**config.mk**
```make
export PLATFORM = sky130hd
export DESIGN_NAME = dds_param_scheduler
export DESIGN_NICKNAME = d
export VERILOG_FILES = /design/src/rtl/dds_param_scheduler_pkg.sv /design/src/rtl/dds_ts_counter.sv /design/src/rtl/dds_param_scheduler.sv
export SDC_FILE = /design/constraint.sdc
export NUM_CORES = 1
export LEC_CHECK = 0
export CAP_MARGIN = 20
export CORE_ASPECT_RATIO = 1.25
export CORE_UTILIZATION = 53
export CTS_CLUSTER_SIZE = 10
export DETAILED_ROUTE_END_ITERATION = 6
export PLACE_DENSITY = 0.8
export SYNTH_ARGS = -nofsm -noshare
export SYNTH_HDL_FRONTEND = slang
export SYNTH_SLANG_ARGS = --single-unit
```
**constraint.sdc**
```tcl
create_clock -name clk -period 8.2 [get_ports clk]
set_input_delay 1.64 -clock clk [delete_from_list [all_inputs] [get_ports clk]]
set_output_delay 1.64 -clock clk [all_outputs]
set_load 0.01 [all_outputs]
```
**src/rtl/dds_param_scheduler_pkg.sv**
```systemverilog
// Shared types and defaults for the timed DDS parameter scheduler.
package dds_param_scheduler_pkg;
  localparam int MAC_LATENCY_DEF = 4;
  localparam int TS_W_DEF        = 48;
  localparam int OFS_W           = 48;
  localparam int FREQ_W          = 48;
  localparam int PHASE_W         = 14;

  typedef enum logic {IDLE = 1'b0, WAIT = 1'b1} state_t;

  // One held event; the time field is kept at MAC offset width since it only feeds mac_a.
  typedef struct packed {
    logic [OFS_W-1:0]   at;
    logic [FREQ_W-1:0]  freq;
    logic [PHASE_W-1:0] phase;
    logic               coherent;
  } evt_t;
endpackage

```
**src/rtl/dds_ts_counter.sv**
```systemverilog
// Free-running timestamp counter with run enable and synchronous clear.
module dds_ts_counter #(
  parameter int W = 48
)(
  input  logic         clk,
  input  logic         resetn,
  input  logic         run,
  input  logic         clear,
  output logic [W-1:0] count,
  output logic [W-1:0] count_next
);
  always_comb begin
    count_next = count;
    if (clear)    count_next = '0;
    else if (run) count_next = count + W'(1);
  end

  always_ff @(posedge clk or negedge resetn) begin
    if (!resetn) count <= '0;
    else         count <= count_next;
  end
endmodule

```
**src/rtl/dds_param_scheduler.sv**
```systemverilog
// Holds one timed parameter event and loads it into the MAC operands so that it
// lands on the MAC output exactly at evt_time.
module dds_param_scheduler
  import dds_param_scheduler_pkg::*;
#(
  parameter int MAC_LATENCY = MAC_LATENCY_DEF,
  parameter int TS_W        = TS_W_DEF
)(
  input  logic                clk,
  input  logic                resetn,
  input  logic                ts_run,
  input  logic                ts_clear,
  input  logic                evt_valid,
  output logic                evt_ready,
  input  logic [TS_W-1:0]     evt_time,
  input  logic [FREQ_W-1:0]   evt_freq,
  input  logic [PHASE_W-1:0]  evt_phase,
  input  logic                evt_coherent,
  input  logic                flush,
  output logic [OFS_W-1:0]    mac_a,
  output logic [FREQ_W-1:0]   mac_b,
  output logic [PHASE_W-1:0]  mac_c,
  output logic [TS_W-1:0]     mac_d,
  output logic                applied,
  output logic                late,
  output logic [15:0]         late_count
);
  localparam logic [TS_W-1:0] LAT = TS_W'(MAC_LATENCY);

  state_t          state, state_nxt;
  evt_t            held;
  logic [TS_W-1:0] target, d_next;
  logic            held_late, first, alive;
  logic            accept, load, load_late;

  dds_ts_counter #(.W(TS_W)) u_cnt (
    .clk        (clk),
    .resetn     (resetn),
    .run        (ts_run),
    .clear      (ts_clear),
    .count      (mac_d),
    .count_next (d_next)
  );

  always_ff @(posedge clk or negedge resetn) begin
    if (!resetn) state <= IDLE;
    else         state <= state_nxt;
  end

  always_comb begin
    state_nxt = state;
    case (state)
      IDLE:    if (accept)        state_nxt = WAIT;
      WAIT:    if (flush || load) state_nxt = IDLE;
      default:                    state_nxt = IDLE;
    endcase
  end

  // Loading on the edge where the counter reaches target puts the operands
  // alongside mac_d == target; the late path fires only from the first WAIT cycle.
  always_comb begin
    evt_ready = alive && (state == IDLE);
    accept    = evt_valid && evt_ready && !flush;
    load      = 1'b0;
    load_late = 1'b0;
    if (state == WAIT && !flush) begin
      if (first && (held_late || mac_d >= target)) begin
        load      = 1'b1;
        load_late = 1'b1;
      end else if (d_next == target) begin
        load = 1'b1;
      end
    end
  end

  always_ff @(posedge clk or negedge resetn) begin
    if (!resetn) begin
      alive      <= 1'b0;
      first      <= 1'b0;
      held       <= '0;
      target     <= '0;
      held_late  <= 1'b0;
      mac_a      <= '0;
      mac_b      <= '0;
      mac_c      <= '0;
      applied    <= 1'b0;
      late       <= 1'b0;
      late_count <= '0;
    end else begin
      alive   <= 1'b1;
      first   <= accept;
      applied <= load;
      late    <= load_late;
      if (accept) begin
        held      <= '{at: OFS_W'(evt_time), freq: evt_freq, phase: evt_phase,
                       coherent: evt_coherent};
        target    <= evt_time - LAT;
        held_late <= (evt_time < LAT);
      end
      if (load) begin
        mac_b <= held.freq;
        mac_c <= held.phase;
        if (held.coherent) mac_a <= held.at;
      end
      if (load_late && late_count != 16'hFFFF) late_count <= late_count + 16'd1;
    end
  end
endmodule

```
## Word-level counts from Yosys, hierarchy flattened

Index checks and enable logic that the tools add are counted.

- Reductions and logical operators: 10
- Equality and inequality tests: 2
- Bitwise logic cells: 1
- Order comparisons: 2
- Multiplexer cells: 10
- Add/sub/neg operators: 3

Operators by type and width:

| cell | count |
|---|---|
| 48-bit 2-to-1 mux | 2 |
| 48-bit by 1-bit adder with 48-bit output (second input constant) | 1 |
| 48-bit equality test | 1 |
| 48-bit >= comparator | 1 |
| 48-bit by 3-bit less-than comparator with 1-bit output (second input constant) | 1 |
| 48-bit by 3-bit subtractor with 48-bit output (second input constant) | 1 |
| 16-bit by 1-bit adder with 16-bit output (second input constant) | 1 |
| 16-bit inequality test (second input constant) | 1 |
| 1-bit 2-to-1 mux | 7 |
| 1-bit logical AND | 6 |
| 1-bit logical OR | 2 |
| 1-bit case mux with 2 select lines | 1 |
| 2-bit AND reduction | 1 |
| 1-bit zero test | 1 |
| 1-bit NOT | 1 |

- Bits of input ports: 117
- Word-level logic and storage cells: 44
- Output and inout bits: 177
- Flip-flop bits (word level): 339

## Longest topological paths before layout

Gate-level depths: netlist of run 1.

- Depth after elaboration: 10
- Gate-level depth with buffers: 15
- Depth with buffers taken out: 13

## Cells and area by module

A second synthesis of run 1 with hierarchy kept.

- Cell total of the unflattened synthesis: 1600
- Area, all modules: 16221.8 µm²

By module, submodules not included:

| module | sequential area each (µm²) | times used | area each (µm²) | cells each |
|---|---|---|---|---|
| dds_param_scheduler | 7231.9 | 1 | 13275.2 | 1295 |
| dds_ts_counter | 1201.2 | 1 | 2946.6 | 305 |

## Worst setup path before layout of run 1

No wires, ideal clock.

- Path kind: input -> register
- Start point: input ts_run
- End point: register mac_a[27]
- Cell stages on the path: 13
- Required time: 8.073 ns
- Data arrival time: 5.078 ns
- Setup slack: 2.995 ns
- Library setup time: 0.127 ns
- Buffers on the path: 3
- Cells stage by stage: nand4_1 -> or4_1 -> clkbuf_1 -> nor4_2 -> mux2_2 -> xnor2_1 -> or2_0 -> or4_1 -> or4_1 -> a21oi_2 -> buf_6 -> buf_6 -> mux2_1

- Cells in the longest elaborated chain, start to end: 7

RTL lines:

| item | line | text |
|---|---|---|
| start, declared | dds_param_scheduler.sv:11 | `input logic ts_run,` |
| 48-bit 2-to-1 mux | dds_ts_counter.sv:15 | `else if (run) count_next = count + W'(1);` |
| 48-bit 2-to-1 mux | dds_ts_counter.sv:14 | `if (clear) count_next = '0;` |
| named net d_next[35] | dds_param_scheduler.sv:32 | `logic [TS_W-1:0] target, d_next;` |
| 48-bit equality test | dds_param_scheduler.sv:70 | `end else if (d_next == target) begin` |
| 1-bit 2-to-1 mux | dds_param_scheduler.sv:70 |  |
| 1-bit 2-to-1 mux | dds_param_scheduler.sv:67 | `if (first && (held_late \|\| mac_d >= target)) begin` |
| 1-bit 2-to-1 mux | dds_param_scheduler.sv:66 | `if (state == WAIT && !flush) begin` |
| 2-bit AND reduction (no line) | -- |  |
| end signal, assigned | dds_param_scheduler.sv:103 | `if (held.coherent) mac_a <= held.at;` |
| end, declared | dds_param_scheduler.sv:20 | `output logic [OFS_W-1:0] mac_a,` |

The timed path passes the listed nets, and every way through them passes these cells.
A chain may end at the register's enable or synchronous reset.

## Worst setup path in the final report of run 1

- Start point: input ts_run
- End point: register mac_c[12]

- Cells in the longest elaborated chain, start to end: 6

RTL lines:

| item | line | text |
|---|---|---|
| 48-bit 2-to-1 mux | dds_ts_counter.sv:15 |  |
| 48-bit 2-to-1 mux | dds_ts_counter.sv:14 |  |
| 48-bit equality test | dds_param_scheduler.sv:70 |  |
| 1-bit 2-to-1 mux | dds_param_scheduler.sv:70 |  |
| 1-bit 2-to-1 mux | dds_param_scheduler.sv:67 |  |
| 1-bit 2-to-1 mux | dds_param_scheduler.sv:66 |  |
| end signal, assigned | dds_param_scheduler.sv:102 | `mac_c <= held.phase;` |
| end, declared | dds_param_scheduler.sv:22 | `output logic [PHASE_W-1:0] mac_c,` |

Every way passes these cells.

==> summary.md, run 1 <==
| Metric | Value |
|---|---|
| Row count | `72` |
| Fin crit share | `0.8261` |
| Max Cap Viol | `0` |
| Footprint of the multi-input gates | `0.007629 sq mm` |
| WL/cell | `between 15 and 20 um` |
| CP delay by family, top | `simple AND/OR/NAND/NOR gates` |
| Seq cells post-synth | `337` |
| GRT Util Overall | `0.2932` |
| Worst-Skew Late Latency | `approximately 0.54 ns` |
| First-pass GRT wire length | `about 74000 um` |
| CTS tree | `done` |
| DP Wirelength | `32910 um` |
| Total Die Area | `0.03217 sq mm` |
| Post-CTS setup buffer count | `0` |
| Unrepaired setup endpoints after global routing | `no` |
| Residual DRC count | `0` |
| Reg area | `0.008433 sq mm` |
| CP cell instances | `clkdlybuf4s50_1, nand4_1, nor4_1, nand4b_1, and3_1, or4_1, nor4_1, nand4_1, nor4_1, o21ai_2, inv_2, buf_12, mux2_2` |
| Status | `finished clean` |
| PD cells | `about 190 mW/mm^2` |
| Most frequent cells in the layout | `441 x nand2_1, 337 x dfrtp_1, 291 x clkdlybuf4s50_1` |
| Number of buffers added on ports | `293` |
| Syn Inst Count | `between 1500 and 2000` |
| Bufs on Longest Clock Path | `3` |
| Avg Cell Area, Syn | `approximately 9.8 sq um` |
| Synthesized net count | `roughly 1900` |
| Crit end category | `flip-flop` |
| CTS Root Cell | `clkbuf_16` |
| Count of final hold-check violations | `0` |
| Initial Util | `0.5380` |
| WP buf/inv | `3` |
| PnR worst setup slack | `about 1.4 ns` |
| Slowest cell delay on critical path | `0.84 ns` |
| Cell Area, Synth | `between 0.015 and 0.02 sq mm` |
| Vias in the first global route | `between 10000 and 15000` |
| Avg Vias per Cell | `5.688` |
| Fill cells | `2408` |
| Area delta synth->final | `25.90%` |
| Critical Path AT | `7.17 ns` |
| CP Launch Type | `primary input` |
| Setup TNS | `0 ns` |
| Clock slew at reported path FFs | `0.05 ns` |
| RR Startpoint | `u_cnt.count[2]` |
| Max Freq | `between 100 and 150 MHz` |
| Layout Cells excl Fill | `roughly 2400` |
| Worst Tran Pin Value | `between 1 and 1.5 ns` |
| Die Width | `approximately 160 um` |
| Layout Skew | `0.02483 ns` |
| Largest net degree at the start of global routing | `approximately 190` |
| Slew headroom | `0.3046` |
| TritonCTS Buffers | `40` |
| H-Tree Depth | `2` |
| # resized after CTS | `0` |
| Sink Count | `around 340` |
| Routed WL | `approximately 46000 um` |
| Hold Startpoint | `held[17]` |
| Die Ht | `~200 um` |
| IR drop worst, VDD | `between 0.15 and 0.2 mV` |
| Syn. warnings | `0` |
| Crit Path Max Fanout | `33` |
| GPL Wtd Cong | `around 0.94` |
| Final slew viol count | `0` |
| Main synth FF type | `dfrtp_1` |
| Leak Pwr | `between 9 and 10 nW` |
| Post-route antenna net violation count | `0` |
| Core Footprint | `around 0.031 sq mm` |
| Worst Setup SP | `ts_run` |
| Min-delay worst type | `flip-flop to flip-flop` |
| # hold bufs at CTS | `0` |
| Setup Viol. Count Final | `0` |
| Pre-CTS setup slack | `~1.0 ns` |
| Final core utilization | `0.6773` |
| DP Cell Count | `between 2000 and 2500` |
| Synth async-reset ratio | `1.000` |
| Register area share after synthesis | `0.5058` |
| # nets final | `~2100` |
| Share of post-route cells with drive strength above 1 | `0.09611` |
| GRT Residual Overflow | `0` |
| Total iterations of the first detailed-routing run | `5` |
| DRT iter0 DRCs | `approximately 900` |
| Post-synth EDFFs | `0` |
| CP required | `around 8.6 ns` |
| Vias | `about 14000` |
| Initial antenna violation count | `7` |
| Final min period | `6.774 ns` |
| Top Ports | `around 290` |
| Synth cell types | `74` |
| Crit path top cell by count | `nor4_1` |
| CP Class | `primary input to flip-flop` |
| Slowest-stage cell, CP | `clkdlybuf4s50_1` |
| Most common cell after layout, fill and taps aside | `nand2_1` |
[where the power goes]
group          switching, mW  internal [mW]
registers              0.119           1.82
clock network          0.645          0.903
logic                  0.264          0.196
[cells in the mapped netlist, drive strengths merged, types with 3 or more instances]
cell type | count | area [sq um]
nand2 | 441 | 1655
dfrtp | 337 | 8433
mux2 | 122 | 1411
o21ai | 73 | 369.1
nor2 | 68 | 255.2
inv | 67 | 251.5
xnor2 | 66 | 578.1
clkbuf | 59 | 221.5
ha | 51 | 638.1
nand4 | 44 | 287.8
nor3 | 39 | 195.2
nor4 | 39 | 250.2
a21oi | 37 | 196.4
xor2 | 28 | 245.2
nand3 | 23 | 115.1
buf | 22 | 145.1
a21o | 21 | 157.7
or4 | 21 | 157.7
nor2b | 18 | 112.6
or3 | 18 | 112.6
and4 | 12 | 105.1
o31ai | 12 | 90.09
and3 | 11 | 68.82
a211oi | 5 | 37.54
and2 | 5 | 31.28
or2 | 5 | 31.28
a31oi | 4 | 25.02
a2111oi | 3 | 26.28
a211o | 3 | 26.28
a22oi | 3 | 22.52
nand4b | 3 | 26.28
nor4b | 3 | 26.28
o211ai | 3 | 22.52
o21a | 3 | 22.52
o311ai | 3 | 26.28
or4b | 3 | 30.03
[worst reg2reg max path, delay by kind of cell, from the launching register on]
kind	cells	cell delay, ns
xor gates and xnor gates	1	0.17
DFF	1	0.51
AOI/OAI and AO/OA	2	0.65
and+or+nand+nor	6	2.80
muxes	1	0.38
buffers and inverters	3	1.03
[per-layer routing]
metal | wire length, um | part of all wire | GRT usage
met5 | 0 | 0 | 0
met4 | 1556 | 0.034 | 0.1160
met3 | 3767 | 0.081 | 0.07496
met2 | 22380 | 0.48 | 0.4739
met1 | 18720 | 0.40 | 0.3766
[final timing paths]
kind	end	slack, ns	depth (start not counted)
setup / recovery	mac_c[12]	1.43	13
hold / removal	held[17]	0.47	2
setup reg to reg	mac_c[12]	2.52	13
hold reg to reg	held[17]	0.47	2
max in group asynchronous	u_cnt.count[31]	5.51	2
min in group asynchronous	held[44]	1.18	1
[through the flow]
stage | hold WS, ns | area [sq um] | power, mW
2_1_floorplan | 0.4401 | 16670 | 2.194
5_1_grt | 0.4927 | 20990 | 4.120
3_5_place_dp | 0.4568 | 19890 | 2.420
6_report | 0.4677 | 20990 | 3.947
4_1_cts | 0.4735 | 20970 | 3.976
3_3_place_gp | 0.4517 | 19890 | 2.392
[sequential cells by signal, indices dropped and copies added (netlist names)]
register	flops
late	1
held_late	1
applied	1
first	1
state	1
mac_b	48
held	111
target	46
alive	1
late_count	16
u_cnt.count	48
mac_a	48
mac_c	14
[cells by family (layout without fill, tap and decap cells)]
kind of cell,after synthesis,in the layout,synth area share
XOR/XNOR,94,94,0.04938
adder cells (fa/ha/maj),51,51,0.03827
flip-flops,337,337,0.5058
other,1,8,0.0002249
buffers and inverters,148,420,0.03707
AND/OR/NAND/NOR,762,762,0.2119
multiplexers,124,124,0.08585
AO/OA/AOI/OAI,188,188,0.07145
[cell type report]
cell class | instances | area share
clock buffers | 44 | 0.05037
multi-input cells | 1220 | 0.3634
flip-flops and latches | 337 | 0.4018
inverters | 67 | 0.01210
clock inverters | 4 | 0.001431
well taps | 407 | 0.02426
repair buffers | 305 | 0.1458
diodes | 7 | 0.0008345
Power figures use the tool's default switching activity.
==> run 2, diff against run 1 <==
- clock period: 8.2 -> 6.94 ns (I/O delays scaled with it)
==> run 2 against run 1 <==
Against the previous run:
- core utilization up 0.081 points
- wire length decreased by 0.79%
- sequential power up 18%
- register-to-register slack worse by 1.3 ns
- hold slack worse by 0.0028 ns
- clock-buffer cell count up 2
- clock skew fell by 0.0086 ns
- clock power up 19%
- largest cell class unchanged
==> summary.md, run 2 (synthesized netlist as in run 1, its figures left out) <==
| Metric | Value |
|---|---|
| CP required | `7.34 ns (-1.26 ns)` |
| Worst-Skew Late Latency | `0.53 ns (about the same)` |
| GRT Util Overall | `0.2899 (-0.003267)` |
| # resized after CTS | `0 (unchanged)` |
| Sink Count | `337 (unchanged)` |
| Residual DRC count | `0 (unchanged)` |
| RR Startpoint | `u_cnt.count[2]` |
| End point of the worst hold path | `held[43]` |
| Biggest register | `held` |
| Status | `finished clean` |
| Avg Vias per Cell | `5.681 (-0.13%)` |
| NetSw | `1.215 mW (+18%)` |
| Area delta synth->final | `26.05%` |
| Hold Path Depth | `2 (unchanged)` |
| Combinational Power Share | `0.116 (about the same)` |
| Final core utilization | `0.6781 (+0.0008070)` |
| Final min period | `5.701 ns` |
| Setup Viol. Count Final | `0 (unchanged)` |
| Layout Cells excl Fill | `2395 (+0.17%)` |
| Number of buffers added on ports | `293 (unchanged)` |
| Min-delay worst type | `flip-flop to flip-flop` |
| # nets final | `2142 (+0.14%)` |
| Die Width | `160.6 um (unchanged)` |
| DP Wirelength | `32670 um (-0.74%)` |
| Reg2Reg Depth | `13 (unchanged)` |
| Worst Setup SP | `ts_run` |
| # hold bufs at CTS | `0 (unchanged)` |
| Row count | `72 (unchanged)` |
| Hold Startpoint | `held[43]` |
| Core Footprint | `0.03099 sq mm (unchanged)` |
| Leak Pwr | `9.773 nW (+0.17%)` |
| Sequential share of power | `0.491 (about the same)` |
| Routed WL | `46060 um (-0.79%)` |
| Initial antenna violation count | `6 (-1)` |
| R2R setup slack | `1.26 ns (-1.26 ns)` |
| Vias | `13610 (+0.037%)` |
| Max Freq | `175.4 MHz` |
| CP Class | `primary input to flip-flop` |
| First-pass GRT wire length | `73890 um (-0.67%)` |
| Final slew viol count | `0 (unchanged)` |
| H-Tree Depth | `2 (unchanged)` |
| Fill cells | `2435 (+1.1%)` |
| Die Ht | `200.3 um (unchanged)` |
| Worst Tran Pin Value | `1.116 ns (+0.08289 ns)` |
| WL/cell | `19.23 um (-0.96%)` |
| Unrepaired setup endpoints after global routing | `no` |
| Total iterations of the first detailed-routing run | `5 (unchanged)` |
| Critical Path AT | `6.10 ns (-1.07 ns)` |
| Max Cap Viol | `0 (unchanged)` |
| Post-CTS setup buffer count | `0 (unchanged)` |
| Most common cell after layout, fill and taps aside | `nand2_1` |
| Initial Util | `0.5380 (unchanged)` |
| PD cells | `222.2 mW/mm^2 (+18%)` |
| Layout Skew | `0.01627 ns (-0.008556 ns)` |
| Vias in the first global route | `13810 (+0.47%)` |
| TritonCTS Buffers | `40 (unchanged)` |
| Bufs on Longest Clock Path | `3 (unchanged)` |
| Slew headroom | `0.2557 (-0.04891)` |
| Largest net degree at the start of global routing | `175 (-8.9%)` |
| Clock share of power | `0.393 (about the same)` |
| CTS tree | `done` |
| CTS Root Cell | `clkbuf_16` |
| Setup TNS | `0 ns (unchanged)` |
| Sw Ratio | `0.2603 (about the same)` |
| Internal cell power | `3.454 mW (+18%)` |
| Fin crit share | `0.8215` |
| DRT iter0 DRCs | `812 (-8.4%)` |
| Top Ports | `294 (unchanged)` |
| Share of post-route cells with drive strength above 1 | `0.09738 (+0.001271)` |
| FF-to-FF End | `mac_c[7]` |
| IR drop worst, VDD | `0.2034 mV (+21%)` |
| Crit Path Max Fanout | `55 (+67%)` |
| Max reg flops | `111 (unchanged)` |
| Crit end category | `flip-flop` |
| Total Die Area | `0.03217 sq mm (unchanged)` |
| GRT Residual Overflow | `0 (unchanged)` |
| Clock slew at reported path FFs | `0.05 ns (about the same)` |
| Post-route antenna net violation count | `0 (unchanged)` |
| Count of final hold-check violations | `0 (unchanged)` |
| GPL Wtd Cong | `0.9790 (+3.9%)` |
| Most frequent cells in the layout | `441 x nand2_1, 337 x dfrtp_1, 291 x clkdlybuf4s50_1` |
| DP Cell Count | `2339 (+0.13%)` |
| CP Launch Type | `primary input` |
[run 2: cell types whose count changed in the layout (fill, tap and decap cells not counted)]
cell / before / now
clkinv_2: 1 / 2
clkinvlp_4: 1 / 0
buf_4: 9 / 12
diode_2: 7 / 6
clkbuf_1: 1 / 3
[run 2: how the worst max path moves through the flow]
stage,cells past startpoint,slack (ns),to
3_3_place_gp,13,0.84,mac_b[18]
6_report,13,1.24,mac_c[7]
2_1_floorplan,13,1.99,mac_a[27]
3_5_place_dp,13,0.81,mac_c[7]
4_1_cts,13,1.33,mac_c[7]
5_1_grt,13,0.98,mac_b[1]
[run 2: stage by stage]
stage / power [mW] / worst slack, ns / area, sq um / hold slack (ns)
floorplan: 2.592 / 1.987 / 16670 / 0.4401
global placement: 2.825 / 0.8381 / 19910 / 0.4515
detailed placement: 2.858 / 0.8061 / 19910 / 0.4566
CTS: 4.703 / 1.334 / 21000 / 0.4695
global route: 4.870 / 0.9806 / 21020 / 0.4869
finish: 4.669 / 1.239 / 21020 / 0.4649
[run 2: critical path: stages]
cell             delay [ns]
clkdlybuf4s50_1        0.54
nand4_1                0.23
or4_1                  0.66
nor4_1                 0.45
xnor2_1                0.24
or4b_2                 0.62
o41ai_1                0.10
o32ai_1                0.22
nor4_1                 0.46
o21ai_2                0.32
inv_2                  0.14
buf_12                 0.27
mux2_2                 0.39
[run 2: power groups by stage]
stage	clock [mW]	combinational (mW)	sequential, mW
floorplan	0	0.328	2.26
global placement	0	0.519	2.31
detailed placement	0	0.540	2.32
CTS	1.87	0.547	2.29
global route	1.94	0.620	2.31
finish	1.84	0.542	2.29
[run 2: routing by layer]
layer  vias to the layer above  global-route usage  part of all wire  wire length (um)
li1                       6371                   -                 -                 -
met1                      6602              0.3692              0.40             18630
met2                       519              0.4683              0.48             21950
met3                       114             0.07227             0.079              3635
met4                         0              0.1262             0.040              1846
met5                         -                   0                 0                 0
[run 2: layout make-up]
| class | count | area [sq um] | area share |
|---|---|---|---|
| Multi-Input combinational cell | 1220 | 7629 | 0.3630 |
| Antenna cell | 6 | 15.01 | 0.0007145 |
| Clock buffer | 46 | 1065 | 0.05067 |
| Inverter | 67 | 254.0 | 0.01209 |
| Clock inverter | 4 | 27.53 | 0.001310 |
| Timing Repair Buffer | 308 | 3083 | 0.1467 |
| Sequential cell | 337 | 8433 | 0.4013 |
| Tap cell | 407 | 509.2 | 0.02423 |
